File: src/rtl/wb_hyperram_arbiter.sv
// wb_hyperram_arbiter
// -------------------
// Two-master Wishbone classic arbiter in front of the single slave port of
// wrapped_wb_hyperram. Master 0 is the management SoC bus, master 1 is a
// secondary on-chip requester (test engine / DMA).
//
// Arbitration is round-robin, registered (one cycle from request to slave
// strobe) and locked for the whole bus cycle: a grant is released only when
// the owner drops cyc, and there is always one IDLE cycle between owners.
//
// Ports:
//   wb_clk_i, wb_rst_i          clock, synchronous active-high reset
//   m0_* / m1_*                 master-side Wishbone ports (cyc/stb/we/sel/
//                               adr/dat in, ack/dat out)
//   s_*                         slave-side Wishbone port towards the hyperram
//   grant_o                     one-hot current owner, 00 when idle
//   timeout_o                   sticky stall-timeout flag
//
// Optional feature (macro WB_ARB_TIMEOUT_EN):
//   When defined, an access stalled for TIMEOUT_CYCLES strobed cycles is
//   terminated locally with an ack carrying TIMEOUT_DATA, timeout_o is set
//   until reset and the offending master is locked out until it drops cyc.
//   When undefined, timeout_o is tied low and stalls wait forever.

module wb_hyperram_arbiter #(
    parameter int unsigned    AW             = 32,
    parameter int unsigned    DW             = 32,
    parameter int unsigned    TIMEOUT_CYCLES = 255,
    parameter logic [DW-1:0]  TIMEOUT_DATA   = DW'(32'hDEAD_BEEF)
) (
    input  logic              wb_clk_i,
    input  logic              wb_rst_i,

    input  logic              m0_cyc_i,
    input  logic              m0_stb_i,
    input  logic              m0_we_i,
    input  logic [DW/8-1:0]   m0_sel_i,
    input  logic [AW-1:0]     m0_adr_i,
    input  logic [DW-1:0]     m0_dat_i,
    output logic              m0_ack_o,
    output logic [DW-1:0]     m0_dat_o,

    input  logic              m1_cyc_i,
    input  logic              m1_stb_i,
    input  logic              m1_we_i,
    input  logic [DW/8-1:0]   m1_sel_i,
    input  logic [AW-1:0]     m1_adr_i,
    input  logic [DW-1:0]     m1_dat_i,
    output logic              m1_ack_o,
    output logic [DW-1:0]     m1_dat_o,

    output logic              s_cyc_o,
    output logic              s_stb_o,
    output logic              s_we_o,
    output logic [DW/8-1:0]   s_sel_o,
    output logic [AW-1:0]     s_adr_o,
    output logic [DW-1:0]     s_dat_o,
    input  logic              s_ack_i,
    input  logic [DW-1:0]     s_dat_i,

    output logic [1:0]        grant_o,
    output logic              timeout_o
);

    localparam logic [1:0] IDLE = 2'd0;
    localparam logic [1:0] OWN0 = 2'd1;
    localparam logic [1:0] OWN1 = 2'd2;

    logic [1:0] state;
    logic [1:0] state_next;
    logic       last_owner;
    logic       own0;
    logic       own1;
    logic       req0;
    logic       req1;
    logic       mask0;
    logic       mask1;
    logic       to_fire;

    assign own0    = (state == OWN0);
    assign own1    = (state == OWN1);
    assign grant_o = {own1, own0};

    // A master that was timed out keeps its request masked until it drops
    // cyc, so a stuck master cannot immediately re-grab the bus.
    assign req0 = m0_cyc_i & m0_stb_i & ~mask0;
    assign req1 = m1_cyc_i & m1_stb_i & ~mask1;

`ifdef WB_ARB_TIMEOUT_EN
    localparam int unsigned CW = $clog2(TIMEOUT_CYCLES + 1);

    logic [CW-1:0] tcount;
    logic          owner_stb;
    logic          stalled;
    logic          timeout_q;

    assign owner_stb = (own0 & m0_stb_i) | (own1 & m1_stb_i);
    assign stalled   = owner_stb & ~s_ack_i;
    assign to_fire   = stalled & (tcount == CW'(TIMEOUT_CYCLES));
    assign timeout_o = timeout_q;

    // Stall counter: counts strobed cycles without ack while owned; any ack,
    // strobe gap or loss of ownership restarts it. The lock-out masks are
    // set by a timeout and released once the master lets go of cyc.
    always_ff @(posedge wb_clk_i) begin
        if (wb_rst_i) begin
            tcount    <= '0;
            timeout_q <= 1'b0;
            mask0     <= 1'b0;
            mask1     <= 1'b0;
        end else begin
            if (to_fire) begin
                tcount    <= '0;
                timeout_q <= 1'b1;
            end else if (stalled && state_next == state) begin
                tcount <= tcount + 1'b1;
            end else begin
                tcount <= '0;
            end

            if (to_fire && own0)
                mask0 <= 1'b1;
            else if (!m0_cyc_i)
                mask0 <= 1'b0;

            if (to_fire && own1)
                mask1 <= 1'b1;
            else if (!m1_cyc_i)
                mask1 <= 1'b0;
        end
    end
`else
    logic unused_timeout_cfg;

    assign unused_timeout_cfg = ^{TIMEOUT_DATA, 32'(TIMEOUT_CYCLES)};
    assign to_fire   = 1'b0;
    assign mask0     = 1'b0;
    assign mask1     = 1'b0;
    assign timeout_o = 1'b0;
`endif

    // Next-state logic. On a tie in IDLE the master that did not own the bus
    // last wins; ownership ends only when the owner drops cyc (or on a
    // timeout), never by handing straight to the other master.
    always_comb begin
        state_next = state;
        case (state)
            IDLE: begin
                if (req0 && req1)
                    state_next = last_owner ? OWN0 : OWN1;
                else if (req0)
                    state_next = OWN0;
                else if (req1)
                    state_next = OWN1;
            end
            OWN0: if (!m0_cyc_i || to_fire) state_next = IDLE;
            OWN1: if (!m1_cyc_i || to_fire) state_next = IDLE;
            default: state_next = IDLE;
        endcase
    end

    // State register; last_owner starts at 1 so master 0 wins the first tie.
    always_ff @(posedge wb_clk_i) begin
        if (wb_rst_i) begin
            state      <= IDLE;
            last_owner <= 1'b1;
        end else begin
            state <= state_next;
            if (state == IDLE && state_next == OWN0)
                last_owner <= 1'b0;
            else if (state == IDLE && state_next == OWN1)
                last_owner <= 1'b1;
        end
    end

    // Bus multiplexing. The owner's signals pass straight through; the slave
    // ack is only forwarded while the owner is strobing, so stray acks are
    // dropped. A timeout suppresses the slave strobe and answers locally.
    always_comb begin
        s_cyc_o  = 1'b0;
        s_stb_o  = 1'b0;
        s_we_o   = 1'b0;
        s_sel_o  = '0;
        s_adr_o  = '0;
        s_dat_o  = '0;
        m0_ack_o = 1'b0;
        m0_dat_o = '0;
        m1_ack_o = 1'b0;
        m1_dat_o = '0;
        if (own0) begin
            s_cyc_o  = m0_cyc_i & ~to_fire;
            s_stb_o  = m0_stb_i & ~to_fire;
            s_we_o   = m0_we_i;
            s_sel_o  = m0_sel_i;
            s_adr_o  = m0_adr_i;
            s_dat_o  = m0_dat_i;
            m0_ack_o = (s_ack_i & m0_stb_i) | to_fire;
            m0_dat_o = to_fire ? TIMEOUT_DATA : s_dat_i;
        end else if (own1) begin
            s_cyc_o  = m1_cyc_i & ~to_fire;
            s_stb_o  = m1_stb_i & ~to_fire;
            s_we_o   = m1_we_i;
            s_sel_o  = m1_sel_i;
            s_adr_o  = m1_adr_i;
            s_dat_o  = m1_dat_i;
            m1_ack_o = (s_ack_i & m1_stb_i) | to_fire;
            m1_dat_o = to_fire ? TIMEOUT_DATA : s_dat_i;
        end
    end

endmodule

File: config.mk
export PLATFORM = sky130hd
export DESIGN_NAME = wb_hyperram_arbiter
export DESIGN_NICKNAME = d
export VERILOG_FILES = /design/src/rtl/wb_hyperram_arbiter.sv
export SDC_FILE = /design/constraint.sdc
export NUM_CORES = 1
export LEC_CHECK = 0
export BUFFER_PORTS_ARGS = -buffer_cell sky130_fd_sc_hd__clkbuf_2
export CORE_AREA = 3 3 121 123
export DETAILED_ROUTE_END_ITERATION = 8
export DIE_AREA = 0 0 124 126
export PLACE_DENSITY = 0.4
export SLEW_MARGIN = 20
export SYNTH_ARGS = -nofsm -noshare
export SYNTH_HDL_FRONTEND = slang
export SYNTH_SLANG_ARGS = --single-unit
File: constraint.sdc
create_clock -name wb_clk_i -period 1.33 [get_ports wb_clk_i]
set_clock_uncertainty 0.1 [all_clocks]
set_input_delay 0 -clock wb_clk_i [delete_from_list [all_inputs] [get_ports wb_clk_i]]
set_output_delay 0 -clock wb_clk_i [all_outputs]
set_load 0.01 [all_outputs]
==> results.tsv <==
metric	value	unit
via_per_inst	4.15	
synth.most_common_cell	a22o_1	
grt_pass1_vias	2659	
finalSetupTns	-21.61	ns
cp_top_family	buffers and inverters	
path_cells	buf_6 -> nor2b_4 -> buf_6 -> clkbuf_16 -> and2_1 -> buf_2	
ir_worst_vdd	0.000379	V
fin_cells	694	
p_leak	2.39	nW
drtIter0Drc	171	
critPathRequiredTime	1.23	ns
setup_viol	138	
setup_ws	-0.195	ns
crit_type	flip-flop to primary output	
synth_seq_cells	3	
synth_warnings	0	
finish.utilization	0.293	
port_buffers	315	
antenna_found_initial	0	
switching_share	0.334	
worstSkewPairLatency	0.22	ns
die_w	124	um
violations	negative setup slack	
drt_wl_total	12000	um
synth-simple-area-share	0.345	
ys_top_cells_by_area	a22o_1 45%, and2_1 30%, buf_6 4.9%	
finalCritPeriodShare	1.15	
start_util	0.0994	
intPower	0.00115	W
drt-wirelength-per-cell	17.3	um
vias	2882	
syn-num-nets	361	
grt_first_pass_wirelength	14700	um
rows	43	
drc_errors	0	
grt_overflow_total	0	
synth_edf_count	0	
cp.arrival	1.43	ns
crit_buf_inv	4	
cp-end-kind	primary output	
dieArea	15600	sq um
crit_path_top_delay_cell	dfxtp_2	
grt_use_total	0.122	
drt_first_pass_iters	4	
cts_buffers	3	
synth_top_area_frac	0.454	
place_ws	-0.00796	ns
cts-root-buf	clkbuf_16	
avgSynthCellArea	7.44	sq um
core_area	13800	sq um
finalHoldViolations	0	
synth_ff_type	dfxtp_1	
io_pins	317	
async_flop_share	0	
p_comb_frac	0.662	
die_h	126	um
clockBufferDepth	2	
yosys-mux-area-fraction	0	
cpPeakStageDelay	0.32	ns
layout_min_cycle_time	1.53	ns
dpl.cell_count	659	
fmax	656	MHz
antenna_left	0	
cts_sinks	3	
n_antenna_cell	0	
clk_pin_slew	0.03	ns
hold_path.class	input port to flip-flop	
h-tree-depth	1	
cellPowerDensity	428	nW/um^2
status	finished with violations	
finalMaxSlewViolations	0	
switching_power	0.000577	W
synth.distinct_cells	23	
synth_xor_area_frac	0	
cts_tree	built	
grt_start_max_net_pins	30	
worstSetupStartpointType	flip-flop	
yosys-top-cells-count	71 x a22o_1, 65 x and2_1, 9 x buf_2	
p_clk_frac	0.279	
synth_top_cell_by_area	a22o_1	
synthAdderAreaFrac	0	
layout-drive-gt1-share	0.739	
ys_seq_area_frac	0.0439	
power_frac_seq	0.059	
cap_violations	0	
dp_hpwl	7780	um
synth_compound_area_frac	0.475	
gp_congestion	0.816	
grt_setup_unrepaired	yes	
synth_area	1370	sq um
crit_top_cell	buf_6	
synthCells	184	
worstPathMaxFanout	14	
synth_top_family_by_area	compound AO/OA/AOI/OAI gates	
syn2layout_area_growth	195	%
finalNetCount	692	
## cells by family (layout without fill, tap and decap cells)
family / count (synthesis) / count (layout)
AOI/OAI and AO/OA: 75 / 75
other: 1 / 1
DFF: 3 / 3
buffers and inverters: 28 / 358
and+or+nand+nor: 77 / 77
## power groups by stage
stage	clock [W]	sequential, W	combinational [W]
2_1_floorplan	0	0.000102	0.000377
3_3_place_gp	0	0.000103	0.000857
3_5_place_dp	0	0.000103	0.000860
4_1_cts	0.000489	0.000101	0.00104
5_1_grt	0.000500	0.000103	0.00124
6_report	0.000483	0.000102	0.00115
## layout make-up
cell class,count,area (sq um)
Fill cell,1493,9730
Timing Repair Buffer,352,2470
Multi-Input combinational cell,153,1190
Tap cell,180,225
Clock buffer,4,78.8
Sequential cell,3,62.6
Inverter,2,7.51
## path summary, 6_finish.rpt
path | startpoint | endpoint | slack [ns] | depth (start not counted)
min reg2reg | last_owner | last_owner | 0.43 | 1
max | state[0] | m1_dat_o[27] | -0.20 | 6
min | m1_stb_i | state[1] | 0.03 | 3
max reg2reg | state[0] | last_owner | 0.16 | 5
## layer usage
metal  vias to the layer above  global-route usage  share of wire  wire length [um]
met5                         -                   0              0                 0
met1                      1355               0.148           0.40              4770
met3                         6              0.0121          0.081               972
met2                       169               0.234           0.52              6190
met4                         0              0.0148         0.0053                63
li1                       1352                   -              -                 -
## per-stage QoR
| stage | cell area (sq um) | hold WS [ns] | total power, W |
|---|---|---|---|
| after floorplan | 1370 | -0.0105 | 0.000480 |
| after CTS | 3650 | 0.0320 | 0.00164 |
| after detailed placement | 3100 | 0.138 | 0.000963 |
| final | 4040 | 0.0334 | 0.00173 |
| after global routing | 4040 | 0.0577 | 0.00184 |
| after global placement | 3100 | 0.131 | 0.000960 |
## worst register-to-register path: stages, from the launching register on
cell and delay, ns:
dfxtp_2 0.32, buf_6 0.12, buf_4 0.13, nor2_1 0.13
nand2_1 0.08, o32a_1 0.17
## cell usage in the layout, fill, tap and decap left out, drive strengths merged
master	Yosys	final
and3	2	2
nand2	3	3
nor2b	2	2
and2	65	65
nor3	1	1
a22o	71	71
clkbuf	4	201
inv	2	2
nand3	1	1
a2111oi	1	1
buf	22	152
dlygate4sd3	0	3
o32a	1	1
conb	1	1
nor2	3	3
dfxtp	3	3
a21oi	1	1
o21ai	1	1
## state kept, by name, summed over array words and instances, names as in the netlist
register and cells:
state 2, last_owner 1
## what timing repair did
action                     CTS  global route
gates cloned                10             7
hold buffers                 3             0
setup buffers               10             3
resized for setup           18           182
setup endpoints to repair  139           139
hold endpoints to repair     3             0
pin swaps                    7            22
No activity file was read; power rests on OpenSTA's default activity.
